===== config.mk =====
export PLATFORM = sky130hd
export DESIGN_NAME = match_lock_det
export DESIGN_NICKNAME = d
export VERILOG_FILES = /design/src/rtl/match_lock_det.sv
export SDC_FILE = /design/constraint.sdc
export NUM_CORES = 1
export LEC_CHECK = 0
export CORE_MARGIN = 2
export CORE_UTILIZATION = 39
export DETAILED_ROUTE_END_ITERATION = 8
export DONT_BUFFER_PORTS = 1
export PLACE_DENSITY = 0.66
export RECOVER_POWER = 25
export SLEW_MARGIN = 20
export SYNTH_ARGS = -nofsm -noshare
export SYNTH_HDL_FRONTEND = slang
export SYNTH_SLANG_ARGS = --single-unit

===== constraint.sdc =====
create_clock -name clk -period 3.2 [get_ports clk]
set_input_delay 0.64 -clock clk [delete_from_list [all_inputs] [get_ports clk]]
set_output_delay 0.64 -clock clk [all_outputs]
set_load 0.01 [all_outputs]

===== src/rtl/match_lock_det.sv =====
// ---------------------------------------------------------------------------
// match_lock_det
//
// Purpose:
//   Lock detector for a 4-bit pattern comparator. Each valid beat carries the
//   bitwise XNOR of the received and expected nibble (1 = bit equal).
//   - A run of RUN_LEN consecutive full-match beats (xn = 4'b1111) acquires
//     lock.
//   - Once locked, LOSS_LEN consecutive non-full-match beats drop lock.
//   - The popcount of every valid beat is registered as a match score.
//   - Mismatched bits are accumulated in a saturating error counter.
//
// Parameters:
//   RUN_LEN  : full-match beats needed to lock        (1..15)
//   LOSS_LEN : non-full-match beats needed to unlock  (1..15)
//   CNT_W    : width of err_cnt                       (3..32)
//
// Ports:
//   clk       in   single clock, rising edge
//   rst       in   synchronous active-high reset
//   in_valid  in   xn carries a beat this cycle
//   xn        in   [3:0] comparator XNOR result
//   clr       in   synchronous clear of err_cnt only (wins over a beat)
//   lock      out  registered lock indication
//   score     out  [2:0] popcount of the last valid xn
//   score_vld out  one-cycle pulse the cycle after each valid beat
//   err_cnt   out  [CNT_W-1:0] saturating count of mismatched bits
//   lock_chg  out  (only with MATCH_LOCK_IRQ_EN) one-cycle pulse coincident
//                  with every change of lock
//
// Build option:
//   MATCH_LOCK_IRQ_EN  adds the lock_chg output and its register.
// ---------------------------------------------------------------------------
module match_lock_det #(
    parameter int RUN_LEN  = 4,
    parameter int LOSS_LEN = 2,
    parameter int CNT_W    = 8
) (
    input  logic             clk,
    input  logic             rst,
    input  logic             in_valid,
    input  logic [3:0]       xn,
    input  logic             clr,
    output logic             lock,
    output logic [2:0]       score,
    output logic             score_vld,
    output logic [CNT_W-1:0] err_cnt
`ifdef MATCH_LOCK_IRQ_EN
    ,
    output logic             lock_chg
`endif
);

    typedef enum logic [1:0] {
        SEARCH  = 2'd0,
        CONFIRM = 2'd1,
        LOCKED  = 2'd2,
        HOLD    = 2'd3
    } state_t;

    localparam logic [3:0] RUN_L4  = 4'(RUN_LEN);
    localparam logic [3:0] LOSS_L4 = 4'(LOSS_LEN);

    // Number of set bits in the comparator word (0..4).
    function automatic logic [2:0] popcount4(input logic [3:0] v);
        logic [2:0] n;
        n = 3'd0;
        for (int i = 0; i < 4; i++) begin
            n = n + {2'b00, v[i]};
        end
        return n;
    endfunction

    // Saturating add of a 0..4 increment; a carry out of the CNT_W-bit sum
    // means the true total passed the ceiling, so clamp to all ones.
    function automatic logic [CNT_W-1:0] sat_add(input logic [CNT_W-1:0] acc,
                                                 input logic [2:0]       inc);
        logic [CNT_W:0] sum;
        sum = {1'b0, acc} + {{(CNT_W-2){1'b0}}, inc};
        if (sum[CNT_W]) begin
            return {CNT_W{1'b1}};
        end
        return sum[CNT_W-1:0];
    endfunction

    // ---- stage p0: beat classification (combinational) ----
    logic       full_p0;
    logic [2:0] pop_p0;
    logic [2:0] bad_p0;

    assign full_p0 = in_valid && (xn == 4'b1111);
    assign pop_p0  = popcount4(xn);
    assign bad_p0  = 3'd4 - pop_p0;

    // Registered state of the detector.
    state_t           state_p1;
    logic [3:0]       run_p1;
    logic [3:0]       miss_p1;
    logic             lock_p1;
    logic [2:0]       score_p1;
    logic             vld_p1;
    logic [CNT_W-1:0] err_p1;

    // Next-state values.
    state_t     state_d;
    logic [3:0] run_d;
    logic [3:0] miss_d;
    logic       lock_d;

    always_comb begin
        state_d = state_p1;
        run_d   = run_p1;
        miss_d  = miss_p1;

        // Idle cycles (in_valid = 0) leave the FSM and its counters frozen.
        if (in_valid) begin
            unique case (state_p1)
                SEARCH: begin
                    if (full_p0) begin
                        run_d   = 4'd1;
                        state_d = (RUN_LEN == 1) ? LOCKED : CONFIRM;
                    end
                end
                CONFIRM: begin
                    if (full_p0) begin
                        run_d = run_p1 + 4'd1;
                        if ((run_p1 + 4'd1) == RUN_L4) begin
                            state_d = LOCKED;
                        end
                    end else begin
                        run_d   = 4'd0;
                        state_d = SEARCH;
                    end
                end
                LOCKED: begin
                    if (!full_p0) begin
                        if (LOSS_LEN == 1) begin
                            run_d   = 4'd0;
                            miss_d  = 4'd0;
                            state_d = SEARCH;
                        end else begin
                            miss_d  = 4'd1;
                            state_d = HOLD;
                        end
                    end
                end
                HOLD: begin
                    if (full_p0) begin
                        miss_d  = 4'd0;
                        state_d = LOCKED;
                    end else if ((miss_p1 + 4'd1) == LOSS_L4) begin
                        run_d   = 4'd0;
                        miss_d  = 4'd0;
                        state_d = SEARCH;
                    end else begin
                        miss_d = miss_p1 + 4'd1;
                    end
                end
                default: begin
                    run_d   = 4'd0;
                    miss_d  = 4'd0;
                    state_d = SEARCH;
                end
            endcase
        end
    end

    // HOLD is still "locked" from the outside: lock only drops when the
    // loss run completes and the FSM returns to SEARCH.
    assign lock_d = (state_d == LOCKED) || (state_d == HOLD);

    // ---- stage p1: FSM, score and error counter registers ----
    always_ff @(posedge clk) begin
        if (rst) begin
            state_p1 <= SEARCH;
            run_p1   <= 4'd0;
            miss_p1  <= 4'd0;
            lock_p1  <= 1'b0;
        end else begin
            state_p1 <= state_d;
            run_p1   <= run_d;
            miss_p1  <= miss_d;
            lock_p1  <= lock_d;
        end
    end

    always_ff @(posedge clk) begin
        if (rst) begin
            score_p1 <= 3'd0;
            vld_p1   <= 1'b0;
        end else begin
            vld_p1 <= in_valid;
            if (in_valid) begin
                score_p1 <= pop_p0;
            end
        end
    end

    // clr outranks a coincident beat: that beat's mismatches are dropped.
    always_ff @(posedge clk) begin
        if (rst || clr) begin
            err_p1 <= '0;
        end else if (in_valid) begin
            err_p1 <= sat_add(err_p1, bad_p0);
        end
    end

`ifdef MATCH_LOCK_IRQ_EN
    logic chg_p1;

    // Pulses in the same cycle the new lock value appears on the output.
    always_ff @(posedge clk) begin
        if (rst) begin
            chg_p1 <= 1'b0;
        end else begin
            chg_p1 <= lock_d ^ lock_p1;
        end
    end

    assign lock_chg = chg_p1;
`else
    // No lock-change pulse in this build.
`endif

    assign lock      = lock_p1;
    assign score     = score_p1;
    assign score_vld = vld_p1;
    assign err_cnt   = err_p1;

endmodule


==> results of run 1 <==
## synth_stat cells (all sizes together), types with 3 or more instances
master | number | area (um2)
nor2b | 3 | 18.8
a21oi | 11 | 58.8
buf | 3 | 26.3
and2 | 3 | 20.0
dfxtp | 23 | 460
a311oi | 3 | 32.5
a31oi | 3 | 25.0
nand3 | 4 | 20.0
nand2 | 14 | 52.6
nand4 | 4 | 40.0
nor3 | 6 | 30.0
mux2i | 5 | 50.1
ha | 11 | 138
clkbuf | 3 | 15.0
nor2 | 12 | 47.6
o21ai | 6 | 30.0
inv | 10 | 37.5
## cells by family (layout without fill, tap and decap cells)
group	count (synthesis)	after routing	synth area share
and+or+nand+nor	57	57	0.220
AOI/OAI and AO/OA	39	39	0.205
DFF	23	23	0.331
buffers and inverters	16	16	0.0567
adders and majority gates	13	13	0.128
muxes	6	6	0.0468
xor gates and xnor gates	2	2	0.0126
## cell type report
class / instances / area share
Clock buffer: 4 / 0.0181
Inverter: 10 / 0.0259
Tap cell: 46 / 0.0397
Timing Repair Buffer: 2 / 0.0104
Sequential cell: 23 / 0.318
Multi-Input combinational cell: 117 / 0.588
## sequential cells by signal (all words and copies together), names as in the netlist
register and count:
err_cnt 8, miss_p1 4, run_p1 4, score 3, state_p1 2, lock 1, score_vld 1
## metrics by stage
step | std cells | cell area, um2 | setup TNS, ns | hold WS (ns)
after floorplan | 156 | 1390 | 0 | 0.475
after global placement | 198 | 1420 | 0 | 0.484
after detailed placement | 198 | 1420 | -0.0726 | 0.498
after CTS | 202 | 1450 | 0 | 0.358
after global routing | 202 | 1450 | 0 | 0.355
final | 202 | 1450 | 0 | 0.375
## per-layer routing
layer,share of wire,global-route usage,up-vias
li1,-,-,567
met1,0.45,0.165,510
met2,0.47,0.250,20
met3,0.069,0.0651,5
met4,0.0090,0.0353,0
met5,0,0,-
## worst max path at each step
| stage | cells after the start | to | slack (ns) | from |
|---|---|---|---|---|
| 2_1_floorplan | 11 | err_cnt[3] | 0.15 | xn[0] |
| 3_3_place_gp | 11 | err_cnt[6] | 0.07 | xn[0] |
| 3_5_place_dp | 12 | err_cnt[6] | -0.05 | xn[0] |
| 4_1_cts | 12 | err_cnt[6] | 0.27 | xn[0] |
| 5_1_grt | 12 | err_cnt[6] | 0.07 | xn[0] |
| 6_report | 12 | err_cnt[6] | 0.26 | xn[0] |
## where the power goes
part,internal [mW],total [mW],switching [mW]
Combinational,0.0396,0.0806,0.0410
Sequential,0.294,0.306,0.0118
Clock,0.0487,0.135,0.0861
==> implementation parameters, run 1 <==
Parameter                              Value

Hold path
  Endpoint of the worst hold-timing path    score_vld
  Min-delay src    rst
  Kind of path behind the tightest hold check    input pin to flop
  Worst Hold Depth    1

Critical path
  Number of buffers and inverters on the critical path    3
  R2r startpoint    err_cnt[0]
  Worst reg-to-reg setup slack    1.32 ns
  Setup CP Type    input pin to flop
  Type of element launching the critical path    input pin
  Crit-path cells    fa_1 -> ha_1 -> ha_1 -> inv_1 -> ha_1 -> inv_1 -> fa_1 -> nor2b_1 -> o21ai_0 -> inv_1 -> a21oi_1 -> nor3_1
  Crit path arrival time    3.19 ns
  Required time at the worst-slack endpoint    3.45 ns
  RR Endpoint    err_cnt[6]
  Category of cells accounting for the largest share of critical-path delay    adder cells
  Largest stage delay, worst path    0.49 ns
  Maximum fanout along the worst path    4
  Cell type of the slowest stage on the worst timing path    fa_1
  Register-to-Register Path Depth    8
  Worst Setup End Kind    flop

Clocking
  Buffer type at the clock tree root    clkbuf_4
  TritonCTS clock tree    yes
  Post-CTS clock slew at the launch and capture registers of the worst setup and hold paths    0.12 ns
  Post-CTS sizing    0
  Clock buffer count from CTS    3
  Maximum number of buffers from clock root to sink    2
  Count of H-tree levels built during CTS    1
  Later-pin clock latency in the skew report    between 0.3 and 0.4 ns
  Sink count of the clock tree    23
  Buffers inserted during post-CTS setup optimization    0
  Count of hold-fix buffers inserted at cts    0

Yosys
  Number of cells produced by synthesis    156
  Net count after synthesis    about 180
  Post-synthesis sequential area ratio    0.331
  Number of synthesized flops with an enable pin    0
  Netlist cell types    52
  Yosys warning count    0
  Primary flip-flop cell chosen by synthesis mapping    dfxtp_1
  Mapped Avg Cell Area    8.92 um2
  Synth async-reset ratio    0
  Number of storage elements in the synthesis netlist    23
  Synthesized area    0.00139 mm2

Timing
  Setup slack after layout    0.257 ns
  Unrepaired setup endpoints after global routing    no
  Portion of the clock cycle consumed by the worst path in the final layout    0.920
  Setup Skew    between 0.003 and 0.004 ns
  Worst slew margin relative to its limit    0.736
  Total count of max-transition violations in the final report    0
  Hold violation count in the final report    0
  Crit path time final    2.94 ns
  Achievable frequency    340 MHz
  Final setup viols    0
  Transition time at the pin with the least slew margin    0.392 ns

Final layout
  Area grow syn2layout    4.14%
  Combined area of the multi-input logic cells    approximately 850 um2
  Top library cells by usage in the layout, fill and taps aside    23 x dfxtp_1, 14 x nand2_1, 11 x nor2_1, 11 x ha_1
  Fin nets    178
  Utilization after layout    0.427
  Fillers    approximately 340
  Count of antenna diodes in the layout    0
  Storage cell area    460 um2
  Most common library cell in the layout ignoring fill and taps    dfxtp_1
  Share of cells above drive strength 1    0.0962

Floorplanning
  Initial core utilization    0.410
  X dimension of the die    approximately 64 um
  Area of the core    0.00339 mm2
  Top-Level Pins    21
  Height of the die    63.7 um
  Die footprint    0.00406 mm2
  Std-Cell Rows    21

Global routing
  Number of antenna violations at the first check in global routing    0
  Pin count of the biggest net entering global routing    21
  Wire length of the first global-routing pass    4770 um
  Leftover overflow at the end of global routing    0
  Global router's overall resource usage    0.146
  Number of global-route vias before repair    1057

Run
  Number of violations of the max-capacitance limit    0

Placement
  Number of input and output port buffers inserted    0
  GPL Wtd Cong    0.759
  DP Wirelength    2130 um
  Worst slack after detailed placement    -0.0525 ns

Power and ir drop
  Total power divided by cell area    360 mW/mm2
  Leakage Power    between 0.5 and 0.6 nW
  Peak supply drop    ~0.18 mV
  Overall power after layout    522 uW

Route
  Router iterations before antenna repair    4
  Total wire length after detailed routing    2780 um
  Vias per Instance    5.46
  Routed wire per std cell    ~14 um
  Detailed-route via count    between 1000 and 1500
  Residual DRC count    0
  ANT nets after route    0
  1st-iter DRT viols    26

Run status
  Result of the run    completed
(Power assumes the default switching activity.)
==> run 2, diff against run 1 <==
ABC_AREA = 1   (was not set)
==> run 2 against run 1 <==
Against the previous run: first-iteration DRC count grew 3.8%; via count grew 13%; largest cell class unchanged; highest routed layer unchanged; sequential power grew 4%; power grew 18%; wire length grew 2.4%; count of clock-buffer cells in the layout shrank 1; worst setup slack gained 0.027 ns; combinational power grew 40%; clock power grew 36%; global-route usage grew 0.10 points; cell count grew 28%; synthesized cell count grew 34%.
==> implementation parameters, run 2 <==
Parameter                              Value

Yosys
  Synthesized area    0.00145 mm2 (+4.3%)
  Most used standard cell by instance count after synthesis    nand2_1
  Commonest cells in the netlist    47 x nand2_1, 31 x inv_1, 26 x nor2_1
  Post-synthesis sequential area ratio    0.317 (-0.0137)
  Yosys warning count    0 (unchanged)
  Netlist cell types    26 (-50%)
  Mapped Avg Cell Area    6.94 um2 (-22%)
  Fraction of synthesized cell area taken by the top area cell type    0.317 (-0.0137)
  Largest cells by area after synthesis    dfxtp_1 32%, nand2_1 12%, ha_1 9.5%, inv_1 8.0%, nor2_1 6.7%
  Number of synthesized flops with an enable pin    0 (unchanged)
  Net count after synthesis    230 (+30%)
  Number of storage elements in the synthesis netlist    23 (unchanged)
  Number of cells produced by synthesis    209 (+34%)
  Post-synthesis cell type with the largest combined area    dfxtp_1
  Synth async-reset ratio    0 (unchanged)
  Primary flip-flop cell chosen by synthesis mapping    dfxtp_1

Floorplanning
  Die footprint    0.00423 mm2 (+4.0%)
  Top-Level Pins    21 (unchanged)
  X dimension of the die    65.0 um (+2.0%)
  Initial core utilization    0.402 (-0.00799)
  Area of the core    0.00361 mm2 (+6.4%)
  Std-Cell Rows    22 (+4.8%)
  Height of the die    65.0 um (+2.0%)

Run
  Number of violations of the max-capacitance limit    0 (unchanged)

Global routing
  Pin count of the biggest net entering global routing    21 (unchanged)
  Global router's overall resource usage    0.147 (+0.00105)
  Wire length of the first global-routing pass    4970 um (+4.1%)
  Number of antenna violations at the first check in global routing    0 (unchanged)
  Number of global-route vias before repair    1163 (+10%)
  Leftover overflow at the end of global routing    0 (unchanged)

Critical path
  Crit path arrival time    3.08 ns (-0.11 ns)
  Worst Setup End Kind    flop
  Maximum fanout along the worst path    2 (-2)
  Type of element launching the critical path    input pin
  Required time at the worst-slack endpoint    3.36 ns (-0.09 ns)
  Setup CP Type    input pin to flop

Placement
  Number of input and output port buffers inserted    0 (unchanged)
  GPL Wtd Cong    0.828 (+9.2%)
  Worst slack after detailed placement    0.00182 ns (+0.0543 ns)
  DP Wirelength    2190 um (+2.6%)

Route
  Router iterations before antenna repair    4 (unchanged)
  1st-iter DRT viols    27 (+3.8%)
  Residual DRC count    0 (unchanged)
  Detailed-route via count    1240 (+13%)
  Routed wire per std cell    11.0 um (-20%)
  ANT nets after route    0 (unchanged)
  Vias per Instance    4.79 (-12%)
  Total wire length after detailed routing    2850 um (+2.4%)

Clocking
  Sink count of the clock tree    23 (unchanged)
  Count of hold-fix buffers inserted at cts    0 (unchanged)
  Count of H-tree levels built during CTS    1 (unchanged)
  Later-pin clock latency in the skew report    0.26 ns (-0.05 ns)
  Buffers inserted during post-CTS setup optimization    0 (unchanged)
  Post-CTS clock slew at the launch and capture registers of the worst setup and hold paths    0.08 ns (-0.04 ns)
  Maximum number of buffers from clock root to sink    2 (unchanged)
  Clock buffer count from CTS    3 (unchanged)
  TritonCTS clock tree    yes
  Post-CTS sizing    0 (unchanged)
  Buffer type at the clock tree root    clkbuf_8

Power and ir drop
  Overall power after layout    616 uW (+18%)
  Total power divided by cell area    403 mW/mm2 (+12%)
  Peak supply drop    0.202 mV (+10%)
  Leakage Power    0.702 nW (+22%)

Run status
  Result of the run    completed

Timing
  Total count of max-transition violations in the final report    0 (unchanged)
  Setup slack after layout    0.284 ns (+0.0267 ns)
  Transition time at the pin with the least slew margin    0.424 ns (+0.0321 ns)
  TNS Setup    0 ns (unchanged)
  Portion of the clock cycle consumed by the worst path in the final layout    0.911 (-0.00834)
  Worst slew margin relative to its limit    0.716 (-0.0197)
  Final setup viols    0 (unchanged)
  Achievable frequency    343 MHz (+0.92%)
  Unrepaired setup endpoints after global routing    no
  Crit path time final    2.92 ns (-0.0267 ns)
  Hold violation count in the final report    0 (unchanged)
  Setup Skew    0.00711 ns (+0.00375 ns)

Final layout
  Top library cells by usage in the layout, fill and taps aside    48 x nand2_1, 32 x inv_1, 27 x nor2_1
  Share of cells above drive strength 1    0.0853 (-0.0108)
  Storage cell area    460 um2 (unchanged)
  Flip-flop count of the largest register after layout    8 (unchanged)
  Count of antenna diodes in the layout    0 (unchanged)
  Fillers    405 (+19%)
  Combined area of the multi-input logic cells    823 um2 (-3.4%)
  Area grow syn2layout    5.35%
  Most common library cell in the layout ignoring fill and taps    nand2_1
  Fin nets    233 (+31%)

Hold path
  Kind of path behind the tightest hold check    input pin to flop
==> run 2: changes by cell type after synthesis, moves of 6 or more <==
| cell | change |
|---|---|
| inv_1 | +21 |
| nor2_1 | +15 |
| nand2_1 | +33 |
| nand3_1 | +6 |
| nand2_2 | +6 |
==> run 2: cells by family after synthesis <==
logic type	count (synthesis)	synth area share
XOR/XNOR	3	0.0181
flip-flops	23	0.317
buffers and inverters	38	0.109
adder cells (fa/ha/maj)	13	0.122
AND/OR/NAND/NOR	103	0.330
AO/OA/AOI/OAI	29	0.103
==> run 2: power breakdown <==
group          internal [mW]  switching (mW)  total [mW]
Sequential             0.301          0.0177       0.318
Combinational         0.0476          0.0656       0.113
Clock                 0.0869          0.0975       0.184
Total                  0.435           0.181       0.616
==> run 2: per-stage QoR <==
step	std cells	hold slack (ns)	utilization	area, um2
CTS	259	0.427	0.427	1540
global placement	255	0.464	0.414	1490
floorplan	209	0.450	-	1450
detailed placement	255	0.470	0.414	1490
finish	259	0.436	0.424	1530
global route	259	0.427	0.424	1530
==> run 2: path summary, 6_finish.rpt <==
check             start    endpoint  slack, ns  depth (start not counted)
max               xn[0]  err_cnt[6]       0.28                         15
min                 rst  miss_p1[2]       0.44                          1
max reg2reg  err_cnt[0]  err_cnt[6]       1.37                         11
min reg2reg  miss_p1[3]  miss_p1[3]       0.48                          2
==> run 2: worst max-delay path, cell delays in order <==
cell and delay [ns]:
fa_1 0.48, ha_1 0.20, ha_1 0.27, inv_1 0.05
ha_1 0.30, inv_1 0.06, fa_1 0.42, inv_1 0.07
a21oi_1 0.08, nor2_1 0.12, nand2_1 0.08, nor2_1 0.13
nand2_1 0.06, nor2_1 0.08, nor2_1 0.05
==> run 2: layout make-up <==
type | count | share of cell area
Clock buffer | 3 | 0.0270
Sequential cell | 23 | 0.301
Multi-Input combinational cell | 148 | 0.538
Clock inverter | 1 | 0.00327
Inverter | 35 | 0.0859
Tap cell | 48 | 0.0393
Timing Repair Buffer | 1 | 0.00491
==> run 2: layer usage <==
| metal | share of wire | GRT usage | up-vias |
|---|---|---|---|
| met1 | 0.46 | 0.178 | 569 |
| met2 | 0.51 | 0.269 | 12 |
| met3 | 0.029 | 0.0243 | 2 |
| met4 | 0.0028 | 0.0319 | 0 |
| li1 | - | - | 657 |
| met5 | 0 | 0 | - |
==> RTL change, RTL diff (config.mk and constraints of run 1) <==
`CNT_W`: 8 -> 10.
--- a/src/rtl/match_lock_det.sv
+++ b/src/rtl/match_lock_det.sv
@@ -34,7 +34,7 @@
 module match_lock_det #(
     parameter int RUN_LEN  = 4,
     parameter int LOSS_LEN = 2,
-    parameter int CNT_W    = 8
+    parameter int CNT_W    = 10
 ) (
     input  logic             clk,
     input  logic             rst,
Ports: changed (resized err_cnt); port bits go from 21 to 23. The function was not compared with the original's and may differ.
==> RTL change against run 1 <==
  * Clock skew up 3.9 ps
  * Sequential cell count up 2
  * Worst setup slack worse by 68 ps
  * Area after synthesis up 2.4%
  * Count of clock-buffer cells in the layout unchanged
  * Routed wire length up 0.18%
  * Design area up 2.8%
  * Fmax down 2.3%
  * Power up 5.4%
  * Hold slack about the same
  * Critical endpoint is now err_cnt[9]
  * Largest power group unchanged
==> RTL change: results (changes against run 1) <==
Worst-Margin Slew=489 ps (+96.7 ps); Min-Delay Endpoint=score_vld; Routability Congestion=0.799 (+5.2%); FF-to-FF path depth=7 (-1); Commonest cells post-synth=dfxtp_1, nor2_1, a21oi_1; GR Util All Layers=15.0% (+0.48 points); GR Util met3=3.65% (-2.9 points); RR Endpoint=err_cnt[9]; post-route clock skew=7.23 ps (+3.87 ps); number of global-route vias before repair=1131 (+7.0%); Vias=1143 (+3.7%); met3 WL=128 um (-34%); Top Metal Used=met4; synth top area cells=dfxtp_1, ha_1, a21oi_1; total detailed-routing wirelength=2790 um (+0.18%); Max IR drop VDD=0.000185 V (+0.61%); Met2 Routed Length=1400 um (+7.6%); FF-to-FF setup slack=1250 ps (-70 ps); first-pass GRT wire length=5010 um (+4.9%); met1 wire length=1240 um (-2.1%); pin count of the biggest net entering global routing=19 (-9.5%); met1 Use GR=17.2% (+0.67 points); Fin. Hold Viols=0 (unchanged); placed cell areas=0.00146 sq mm (+2.8%); DRT iter0 DRCs=25 (-3.8%); met2 GRT Util=27.1% (+2.1 points); Nets=179 (+0.56%); WHS=375 ps (+0.235 ps); DP Worst Slack=-142 ps (-89.7 ps); switching share of power=25.7% (-0.87 points); Synth cell types=43 (-17%); Min-Delay Path Class=in -> reg; HPWL after DPL=2110 um (-1.1%); status=finished clean; final setup fails=0 (unchanged); leakage power=0.545 nW (-5.1%); register area share after synthesis=35.1% (+2.0 points); Fillers=347 (+1.8%); layout cells sized above 1=6.37% (-3.2 points); Largest register FFs=10 (+2); initial antenna violation count=0 (unchanged)
RTL change: cells by family after synthesis:
family	share of synthesized area [%]
XOR/XNOR	3.69
multiplexers	4.21
AO/OA/AOI/OAI	19.6
adder cells (fa/ha/maj)	12.5
AND/OR/NAND/NOR	21.2
flip-flops	35.1
buffers and inverters	3.78
RTL change: power by group through the flow:
stage / sequential [W] / clock, W / combinational [W]
finish: 0.000331 / 0.000139 / 0.0000805
global route: 0.000332 / 0.000158 / 0.0000972
CTS: 0.000331 / 0.000146 / 0.0000821
detailed placement: 0.000338 / 0 / 0.0000821
global placement: 0.000338 / 0 / 0.0000753
floorplan: 0.000335 / 0 / 0.0000666
RTL change: worst max-delay path by stage:
stage	end	slack, ps	cells past startpoint
2_1_floorplan	err_cnt[9]	20	11
3_3_place_gp	err_cnt[9]	-90	11
3_5_place_dp	err_cnt[9]	-140	11
4_1_cts	err_cnt[9]	200	11
5_1_grt	err_cnt[9]	70	11
6_report	err_cnt[9]	190	11
RTL change: through the flow:
step           setup TNS (ps)  total power, W  std cells
3_5_place_dp            -1060        0.000420        199
6_report                    0        0.000550        203
3_3_place_gp             -682        0.000413        199
2_1_floorplan               0        0.000401        159
5_1_grt                     0        0.000587        203
4_1_cts                     0        0.000559        203
RTL change: final cells by class:
| cell class | count | area [sq um] | area share, % |
|---|---|---|---|
| clock buffers | 4 | 26.3 | 1.76 |
| repair buffers | 2 | 15.0 | 1.01 |
| inverters | 5 | 18.8 | 1.26 |
| well taps | 46 | 57.6 | 3.87 |
| flip-flops and latches | 25 | 500 | 33.6 |
| multi-input cells | 121 | 871 | 58.5 |
RTL change: critical path, stage by stage:
cell and delay (ps):
fa_1 470, ha_1 200, ha_1 280, inv_1 40, ha_1 320, fa_1 410
and2_1 160, o21ai_1 240, nor2_1 120, and4b_1 250, a211oi_1 70
